$ cat src/rtl/cache_controller.sv
// Direct-mapped, write-through, no-write-allocate cache controller.
// Owns the tag and valid arrays for a 32-line x 128-bit data array. It detects hits,
// stalls the core on misses and writes, and fills whole blocks from main memory.
// Ports:
//   clk, rst          clock and asynchronous active-high reset
//   mem_read/write    core requests, held stable while stall=1
//   addr              core word address {tag, index, word_loc}
//   mem_ready         main memory done (block read data valid / word write accepted)
//   stall, hit        core stall and same-cycle read hit
//   cache_we, wsource data-array write enable and source (1 = memory block, 0 = core word)
//   index, word_loc   data-array line address and word select
//   mm_rd_en/wr_en    main-memory block read / word write requests
//   mm_addr           main-memory address
//   hit_count/miss_count  saturating read hit and miss counters
module cache_controller #(
  parameter int unsigned ADDR_W      = 10,
  parameter int unsigned INDEX_W     = 5,
  parameter int unsigned OFFSET_W    = 2,
  parameter int unsigned CACHE_DEPTH = 32,
  parameter int unsigned CNT_W       = 16
) (
  input  logic                clk,
  input  logic                rst,
  input  logic                mem_read,
  input  logic                mem_write,
  input  logic [ADDR_W-1:0]   addr,
  input  logic                mem_ready,
  output logic                stall,
  output logic                hit,
  output logic                cache_we,
  output logic                wsource,
  output logic [INDEX_W-1:0]  index,
  output logic [OFFSET_W-1:0] word_loc,
  output logic                mm_rd_en,
  output logic                mm_wr_en,
  output logic [ADDR_W-1:0]   mm_addr,
  output logic [CNT_W-1:0]    hit_count,
  output logic [CNT_W-1:0]    miss_count
);

  localparam int unsigned TAG_W = ADDR_W - INDEX_W - OFFSET_W;

  typedef enum logic [1:0] {StIdle, StRdMiss, StWrMem} state_e;

  state_e                 state_q, state_d;
  logic [ADDR_W-1:0]      addr_q, addr_d;
  logic [CACHE_DEPTH-1:0] valid_q, valid_d;
  logic [CNT_W-1:0]       hit_cnt_q, hit_cnt_d;
  logic [CNT_W-1:0]       miss_cnt_q, miss_cnt_d;
  logic [TAG_W-1:0]       tag_mem [CACHE_DEPTH];

  logic [TAG_W-1:0]    req_tag, lat_tag;
  logic [INDEX_W-1:0]  req_idx, lat_idx;
  logic [OFFSET_W-1:0] req_off, lat_off;
  logic                match, fill;

  assign req_tag = addr[ADDR_W-1 -: TAG_W];
  assign req_idx = addr[OFFSET_W +: INDEX_W];
  assign req_off = addr[OFFSET_W-1:0];
  assign lat_tag = addr_q[ADDR_W-1 -: TAG_W];
  assign lat_idx = addr_q[OFFSET_W +: INDEX_W];
  assign lat_off = addr_q[OFFSET_W-1:0];

  assign match = valid_q[req_idx] && (tag_mem[req_idx] == req_tag);
  assign fill  = (state_q == StRdMiss) && mem_ready;

  assign hit_count  = hit_cnt_q;
  assign miss_count = miss_cnt_q;

  always_comb begin
    state_d    = state_q;
    addr_d     = addr_q;
    valid_d    = valid_q;
    hit_cnt_d  = hit_cnt_q;
    miss_cnt_d = miss_cnt_q;
    stall      = 1'b0;
    hit        = 1'b0;
    cache_we   = 1'b0;
    wsource    = 1'b0;
    mm_rd_en   = 1'b0;
    mm_wr_en   = 1'b0;
    mm_addr    = '0;
    index      = lat_idx;
    word_loc   = lat_off;

    unique case (state_q)
      StIdle: begin
        index    = req_idx;
        word_loc = req_off;
        if (mem_write) begin
          // Write-through: update the array only on a hit, never allocate.
          stall    = 1'b1;
          cache_we = match;
          addr_d   = addr;
          state_d  = StWrMem;
        end else if (mem_read) begin
          if (match) begin
            hit = 1'b1;
            if (~&hit_cnt_q) hit_cnt_d = hit_cnt_q + CNT_W'(1);
          end else begin
            stall   = 1'b1;
            addr_d  = addr;
            state_d = StRdMiss;
            if (~&miss_cnt_q) miss_cnt_d = miss_cnt_q + CNT_W'(1);
          end
        end
      end
      StRdMiss: begin
        stall    = 1'b1;
        mm_rd_en = 1'b1;
        mm_addr  = {addr_q[ADDR_W-1:OFFSET_W], {OFFSET_W{1'b0}}};
        if (mem_ready) begin
          cache_we         = 1'b1;
          wsource          = 1'b1;
          valid_d[lat_idx] = 1'b1;
          state_d          = StIdle;
        end
      end
      StWrMem: begin
        // Releasing stall in the ready cycle lets the core advance at this edge.
        mm_wr_en = 1'b1;
        mm_addr  = addr_q;
        stall    = ~mem_ready;
        if (mem_ready) state_d = StIdle;
      end
      default: state_d = StIdle;
    endcase

    // Outputs drop as soon as reset asserts, not at the next edge.
    if (rst) begin
      stall    = 1'b0;
      hit      = 1'b0;
      cache_we = 1'b0;
      wsource  = 1'b0;
      mm_rd_en = 1'b0;
      mm_wr_en = 1'b0;
      mm_addr  = '0;
      index    = '0;
      word_loc = '0;
    end
  end

  always_ff @(posedge clk or posedge rst) begin
    if (rst) begin
      state_q    <= StIdle;
      addr_q     <= '0;
      valid_q    <= '0;
      hit_cnt_q  <= '0;
      miss_cnt_q <= '0;
    end else begin
      state_q    <= state_d;
      addr_q     <= addr_d;
      valid_q    <= valid_d;
      hit_cnt_q  <= hit_cnt_d;
      miss_cnt_q <= miss_cnt_d;
    end
  end

  // Tags are qualified by valid bits, so the array itself needs no reset.
  always_ff @(posedge clk) begin
    if (fill) tag_mem[lat_idx] <= lat_tag;
  end

endmodule

$ cat config.mk
export PLATFORM = sky130hd
export DESIGN_NAME = cache_controller
export DESIGN_NICKNAME = d
export VERILOG_FILES = /design/src/rtl/cache_controller.sv
export SDC_FILE = /design/constraint.sdc
export NUM_CORES = 1
export LEC_CHECK = 0
export ABC_AREA = 1
export BUFFER_PORTS_ARGS = -buffer_cell sky130_fd_sc_hd__buf_2
export CORE_MARGIN = 8
export CORE_UTILIZATION = 55
export CTS_BUF_LIST = sky130_fd_sc_hd__clkbuf_16
export DETAILED_ROUTE_END_ITERATION = 7
export PLACE_DENSITY = 0.74
export SYNTH_ARGS = -nofsm -noshare
export SYNTH_HDL_FRONTEND = slang
export SYNTH_SLANG_ARGS = --single-unit
export TNS_END_PERCENT = 100
$ cat constraint.sdc
create_clock -name clk -period 8.9 [get_ports clk]
set_input_delay 0.89 -clock clk [delete_from_list [all_inputs] [get_ports clk]]
set_output_delay 0.89 -clock clk [all_outputs]
set_load 0.02 [all_outputs]
# == Word-level counts from Yosys, hierarchy flattened ==
# Memories as Yosys holds them, arrays and structs flattened.
# Cells that the tools add are included.
# classes
add_sub_neg,2
eq_ne,7
n_mux,40
bitwise_logic,6
order_cmp,3
n_reduce_logical,13
# op_table
op,n
2-to-1 mux 10 bit,4
adder 16 x 1 -> 16 bit (second input constant),2
bitwise OR 32 bit,1
AND reduction 16 bit,2
2-to-1 mux 1 bit,22
one-hot mux 10 bit (2 select lines),1
< comparator 5 x 6 -> 1 bit (second input constant),2
2-to-1 mux 2 bit,6
2-to-1 mux 5 bit,2
AND reduction 5 bit,2
inequality test 3 bit (second input constant),2
AND reduction 3 bit,2
binary-select mux 1 bit (select 5 bit),1
demux 1 bit (select 5 bit),1
>= comparator 5 x 1 -> 1 bit (second input constant),1
inverter 1 bit,5
one-hot mux 2 bit (2 select lines),1
== test 3 bit,1
logical AND 1 bit,3
one-hot mux 1 bit (3 select lines),1
== test 2 x 1 -> 1 bit (second input constant),1
== test 2 bit (second input constant),1
zero test 2 bit,1
inequality test 2 x 1 -> 1 bit (second input constant),1
5 further kinds,5
# word_totals
register_bits,76
elab_cells,77
input_bits,15
mem_bits_rw,96
out_inout_bits,55
mem_count,1
# memory_table
name,depth,word_bits,rd,rd_clocked_by_memory_dff,wr,line_no,rtl
tag_mem,32,3,1,0,1,50,logic [TAG_W-1:0] tag_mem [CACHE_DEPTH];

# == Depth between registers and ports, before layout ==
# Gate-level depths: netlist (run 1).
# logic_depth
word_depth,8
mapped_depth,19
depth_no_buf,17

# == Worst setup path before layout (run 1) ==
# Ideal clock, no wire load.
# synth_path
path_type,in2out
from,input port rst
to,output port mm_addr[4]
stages,4
path_buffers,1
t_required_ns,8.010
setup_slack_ns,4.480
arrival_ns,3.530
cell_sequence,clkbuf_1 -> inv_1 -> nand2_1 -> nor3_1
# synth_via
elab_chain_len,1
# synth_rtl
item,line_no,rtl
start: declaration,23,"input logic rst,"
2-to-1 mux 10 bit,130,if (rst) begin
end: declaration,36,"output logic [ADDR_W-1:0] mm_addr,"
# No other way between the ends.

# == Worst setup path in the final report (run 1) ==
# layout_path
from,input port addr[2]
to,output port stall
# layout_via
elab_chain_len,8
word_cells_on_any_way,10
classes_between,1 x eq/ne; 7 x mux; 1 x reduce/logical; 1 x memory
# layout_rtl
item,line_no,rtl
start: declaration,26,"input logic [ADDR_W-1:0] addr,"
memory read (32 x 3 bit) or binary-select mux 1 bit (select 5 bit) (tied branches),n/a,
== test 3 bit or 2-to-1 mux 1 bit (tied branches),64,assign match = valid_q[req_idx] && (tag_mem[req_idx] == req_tag);
logical AND 1 bit *,64,
2-to-1 mux 1 bit *,97,if (match) begin
2-to-1 mux 1 bit *,96,end else if (mem_read) begin
2-to-1 mux 1 bit *,90,if (mem_write) begin
one-hot mux 1 bit (3 select lines) *,86,unique case (state_q)
2-to-1 mux 1 bit *,130,
end: declaration,28,"output logic stall,"
# Mark *: on every way between the ends. The rest lies on a longest branch, timed or not. The select of a mux whose other input is x is not followed.

==> results.cfg, run 1 <==
[clock_tree]
cts_hold_buffers = 0
cts_buffer_depth = 2
htree_levels = 4
cts_resized = 0
worstSkewPairLatency_ns = 0.43
cts_setup_buffers = 0
cts_tree = done
cts-root-buf = clkbuf_16
clock_sinks = 172
cts.clk_slew.worst_paths_ns = 0.06
numCtsBuffers = 17

[final_layout]
n_fill_cell = 1222
final_area_sq_mm = 0.00915
layout_commonest_cell = nand2_1
stdcell_count = 1144
final_cell_mix = nand2_1 (284), nand3_1 (138), edfxtp_1 (96), dfrtp_1 (76), buf_2 (69)
synthToLayoutAreaGrowth_pct = 11.4
fin_nets = 968
drive_gt1_share_pct = 15.2
diodes = 0

[synthesis]
yosysUniqueCellTypes = 33
yosysSeqAreaShare_pct = 58.2
yosysWarnings = 0
netlist_area_sq_mm = 0.00822
synth-async-reset-ratio_pct = 44.2
synthSimpleGateAreaFrac_pct = 30.4
synth_xor_xnor_area_share_pct = 2.67
synth-seq-cells = 172
synth_cells = 890
syn_avg_cell_area_sq_um = 9.23
synth_top_family_by_area = simple AND/OR/NAND/NOR gates
synth_flop_cell = edfxtp_1
synthesis.nets = 911
synth_mux_area_share_pct = 0
synth_enable_flop_cells = 96
synthAdderAreaFrac_pct = 0.914
synth_compound_area_share_pct = 2.36

[floorplanning]
die_w_microns = 138
fp-row-count = 44
io_pins = 70
die_h_microns = 138
dieArea_sq_mm = 0.0191
start_util_pct = 56.3
core_area_sq_mm = 0.0146

[sta]
setup_viol = 0
fin_ws_ns = 4.27
fin_tns_setup_ns = 0
final.setup_skew_ns = 0.00792
final.period_utilization_pct = 52.0
final_max_slew_viol_count = 0
relSlewSlack_pct = 46.2
hold_violations = 0
period_needed_ns = 4.63
worstMarginPinSlew_ns = 0.806
max_freq_mhz = 216
rsz0062_at_grt = no

[drt]
drtPass1Iterations = 6
wl_per_cell_microns = 17.2
drtIter0Drc = 468
via_per_inst = 5.61
wl_microns = 19600
via_count = 6420
remaining_drc_errors = 0
ant_nets = 0

[critical_path]
critPathCaptureType = output port
cp_max_fo = 69
crit_type = primary input to output port
cp-start-kind = primary input
cp.arrival_ns = 3.74
required_ns = 8.01

[global_route]
grt_pass1_vias = 6181
grt_antenna_before_repair = 0
grt_max_degree = 70
grt_remaining_overflow = 0
grtUsageTotal_pct = 20.7
grt_pass1_wl_microns = 31900

[placed_design]
io_buffers = 69
gp_congestion = 0.880
place_inst = 1112
postPlaceCellArea_sq_mm = 0.00859
pre_cts_slack_ns = 4.31
dp_hpwl_microns = 12800

[run_status]
status = finished clean

[flow_run]
cap_viol_max_count = 0

[power]
power.density_mw_per_mm2 = 261
ir_worst_vdd_v = 0.000213
leakage_nw = 4.08

[min_path]
hold_class = register to register
==> cell usage after synthesis (13+ instances only) <==
library cell / number / area share, %
edfxtp_1: 96 / 35
o21ai_0: 14 / 0.85
xnor2_1: 13 / 1.4
nor2_1: 62 / 2.8
inv_1: 46 / 2.1
or2_2: 30 / 2.3
dfrtp_1: 76 / 23
nand2_1: 284 / 13
nand3_1: 138 / 8.4
nand4_1: 18 / 1.4
==> worst paths after layout <==
kind / from / endpoint / slack [ns] / depth (start not counted)
hold / removal: valid_q[20] / valid_q[20] / 0.46 / 2
max in group asynchronous: rst / valid_q[28] / 7.26 / 3
setup reg to reg: state_q[0] / miss_count[4] / 6.01 / 11
min in group asynchronous: rst / miss_count[12] / 0.53 / 2
hold reg to reg: valid_q[20] / valid_q[20] / 0.46 / 2
setup / recovery: addr[2] / stall / 4.27 / 15
==> cell families after synthesis <==
kind of cell / after synthesis
buffers and inverters: 89
DFF: 172
and+or+nand+nor: 561
AOI/OAI and AO/OA: 37
xor gates and xnor gates: 25
adders and majority gates: 6
==> registers in the layout, indices dropped and copies added, names as in the netlist <==
name,cells
addr_q,10
hit_count,16
miss_count,16
state_q,2
tag_mem,96
valid_q,32
==> power by group <==
part | switching (W) | internal, W
Clock | 0.000303 | 0.000407
Combinational | 0.000420 | 0.000169
Sequential | 0.0000794 | 0.00101
Total | 0.000803 | 0.00158
==> final cells by class <==
type | instances | area, sq um | area share (%)
Sequential cell | 172 | 4780 | 52.3
Tap cell | 184 | 230 | 2.52
Timing Repair Buffer | 74 | 383 | 4.18
Inverter | 53 | 210 | 2.30
Multi-Input combinational cell | 629 | 2980 | 32.6
Clock buffer | 17 | 425 | 4.65
Clock inverter | 15 | 134 | 1.46
==> metrics by stage <==
stage	total power, W	hold WS, ns	utilization, %
floorplan	0.00149	0.427	-
global placement	0.00168	0.439	58.9
detailed placement	0.00169	0.445	58.9
CTS	0.00240	0.459	62.7
global route	0.00251	0.484	62.7
finish	0.00239	0.464	62.7
==> worst max-delay path, stage by stage <==
cell	delay, ns
buf_2	0.08
buf_4	0.56
inv_4	0.43
nand2_1	0.14
nand3_1	0.08
nand3_1	0.15
nand2_1	0.09
nand2_1	0.08
nand3_2	0.11
a21oi_2	0.20
nor2_4	0.07
nand3_1	0.08
nand3_1	0.31
a21oi_1	0.24
buf_2	0.19
==> metal layers <==
metal	share of wire, %	global-route usage, %	up-vias	wire length [microns]
met5	0	0	-	0
met4	1.5	6.41	0	299
met3	7.4	5.17	26	1440
met2	46	31.9	249	8960
met1	45	28.2	3067	8920
li1	-	-	3078	-
No activity file was read; power rests on OpenSTA's default activity.
==> run 2: changes to the inputs <==
--- a/config.mk
+++ b/config.mk
@@ -8,10 +8,10 @@
 export ABC_AREA = 1
 export BUFFER_PORTS_ARGS = -buffer_cell sky130_fd_sc_hd__buf_2
 export CORE_MARGIN = 8
-export CORE_UTILIZATION = 55
+export CORE_UTILIZATION = 54
 export CTS_BUF_LIST = sky130_fd_sc_hd__clkbuf_16
 export DETAILED_ROUTE_END_ITERATION = 7
-export PLACE_DENSITY = 0.74
+export PLACE_DENSITY = 0.76
 export SYNTH_ARGS = -nofsm -noshare
 export SYNTH_HDL_FRONTEND = slang
 export SYNTH_SLANG_ARGS = --single-unit
==> constraint.sdc (replaced) <==
create_clock -name clk -period 4.05 [get_ports clk]
set_input_delay 0.405 -clock clk [delete_from_list [all_inputs] [get_ports clk]]
set_output_delay 0.405 -clock clk [all_outputs]
set_load 0.02 [all_outputs]
==> run 2 against run 1 <==
Effect of this change: combinational power rose by 110%; clock power grew 120%; cell area up 0.51%; register-to-register slack worse by 4.4 ns; hold slack worse by 0.33 ns; wire length grew 0.26%; power is 120% higher; critical path depth unchanged; critical path type unchanged; highest routed layer unchanged.
==> results.cfg, run 2 (synthesis results as in run 1) <==
[sta]
setup_viol = 0
hold_violations = 0
worstMarginPinSlew_ns = 1.07
final_max_slew_viol_count = 0
final.setup_skew_ns = 0.0115
final.period_utilization_pct = 80.6
relSlewSlack_pct = 28.9
rsz0062_at_grt = no
fin_tns_setup_ns = 0
period_needed_ns = 3.27
max_freq_mhz = 306
hold_ws_ns = 0.134

[clock_tree]
cts_resized = 0
clock_sinks = 172
numCtsBuffers = 17
cts_tree = done
cts_setup_buffers = 0
cts_buffer_depth = 2
cts-root-buf = clkbuf_16
worstSkewPairLatency_ns = 0.44
cts_hold_buffers = 0
htree_levels = 4
cts.clk_slew.worst_paths_ns = 0.06

[floorplanning]
dieArea_sq_mm = 0.0194
die_h_microns = 139
fp-row-count = 45
start_util_pct = 54.6
die_w_microns = 139
core_area_sq_mm = 0.0150
io_pins = 70

[power]
power_w = 0.00526
ir_worst_vdd_v = 0.000393
power.density_mw_per_mm2 = 572
leakage_nw = 4.12

[final_layout]
top_regs = tag_mem x96, valid_q x32
largest_register_ffs = 96
registers.top_by_ff_count = tag_mem
fin_nets = 972
final_cell_mix = nand2_1 (284), nand3_1 (138), edfxtp_1 (96), dfrtp_1 (76), buf_2 (69)
layout_commonest_cell = nand2_1
drive_gt1_share_pct = 15.8
final_area_sq_mm = 0.00920
diodes = 0
synthToLayoutAreaGrowth_pct = 11.9

[drt]
ant_nets = 0
drtPass1Iterations = 7
via_count = 6396
remaining_drc_errors = 0
via_per_inst = 5.55
drtIter0Drc = 538
wl_microns = 19700
wl_per_cell_microns = 17.1

[run_status]
status = finished clean

[placed_design]
dp_hpwl_microns = 12800
gp_congestion = 0.872
io_buffers = 69
postPlaceCellArea_sq_mm = 0.00862

[global_route]
grt_pass1_vias = 6246
grt_antenna_before_repair = 0
grtUsageTotal_pct = 21.0
grt_remaining_overflow = 0
grt_max_degree = 63
grt_pass1_wl_microns = 32200

[critical_path]
crit_type = primary input to output port
critPathCaptureType = output port
required_ns = 3.64
cp.arrival_ns = 2.86
cp-start-kind = primary input
cp_max_fo = 62

[flow_run]
cap_viol_max_count = 0

[min_path]
hold_class = primary input to async pin
[run 2: cell count changes in the layout (fill, tap and decap cells not counted), sizes merged]
cell and delta:
clkinvlp -4, buf +4, inv +1, clkinv +3
[run 2: cell type report]
class                      instances  area [sq um]
clock buffer                      17           425
clock inverter                    15           145
fill                            1231          5840
inverter                          53           210
multi-input combinational        629          2980
sequential                       172          4780
tap                              188           235
timing repair buffer              78           413
[run 2: power by group]
group	total (W)	switching (W)	internal, W
logic	0.00124	0.000865	0.000377
clock network	0.00159	0.000685	0.000905
registers	0.00243	0.000211	0.00222
[run 2: worst max-delay path, cell delays in order]
cell     delay, ns
buf_2         0.13
inv_4         0.46
nand2_1       0.12
nand3_1       0.13
nand3_1       0.10
nand2_1       0.10
nand2_1       0.06
nand3_1       0.11
nand3_1       0.09
nand2_1       0.12
nor2_4        0.05
nand3_1       0.09
nand3_1       0.35
a21oi_1       0.32
buf_2         0.21
[run 2: path summary, 6_finish.rpt]
| path | start | end | slack [ns] | cells past startpoint |
|---|---|---|---|---|
| worst max-delay path | addr[2] | stall | 0.78 | 15 |
| max in group asynchronous | rst | valid_q[11] | 2.87 | 3 |
| worst min-delay path | rst | addr_q[1] | 0.13 | 2 |
| worst max register to register | hit_count[0] | hit_count[1] | 1.56 | 9 |
| worst min register to register | valid_q[20] | valid_q[20] | 0.46 | 2 |
| min in group clk | addr[7] | addr_q[7] | 0.19 | 3 |
[run 2: stage by stage]
step           setup WS (ns)  instances  util (%)
2_1_floorplan          0.600        890         -
3_3_place_gp           0.862       1120      57.4
3_5_place_dp           0.856       1120      57.4
4_1_cts                0.820       1152      61.2
5_1_grt                0.543       1152      61.2
6_report               0.784       1152      61.2
[run 2: metal layers]
metal	up-vias	global-route usage [%]	part of all wire [%]
li1	3091	-	-
met1	3018	26.5	43
met2	252	34.0	48
met3	35	4.41	6.2
met4	0	10.1	2.2
met5	-	0	0
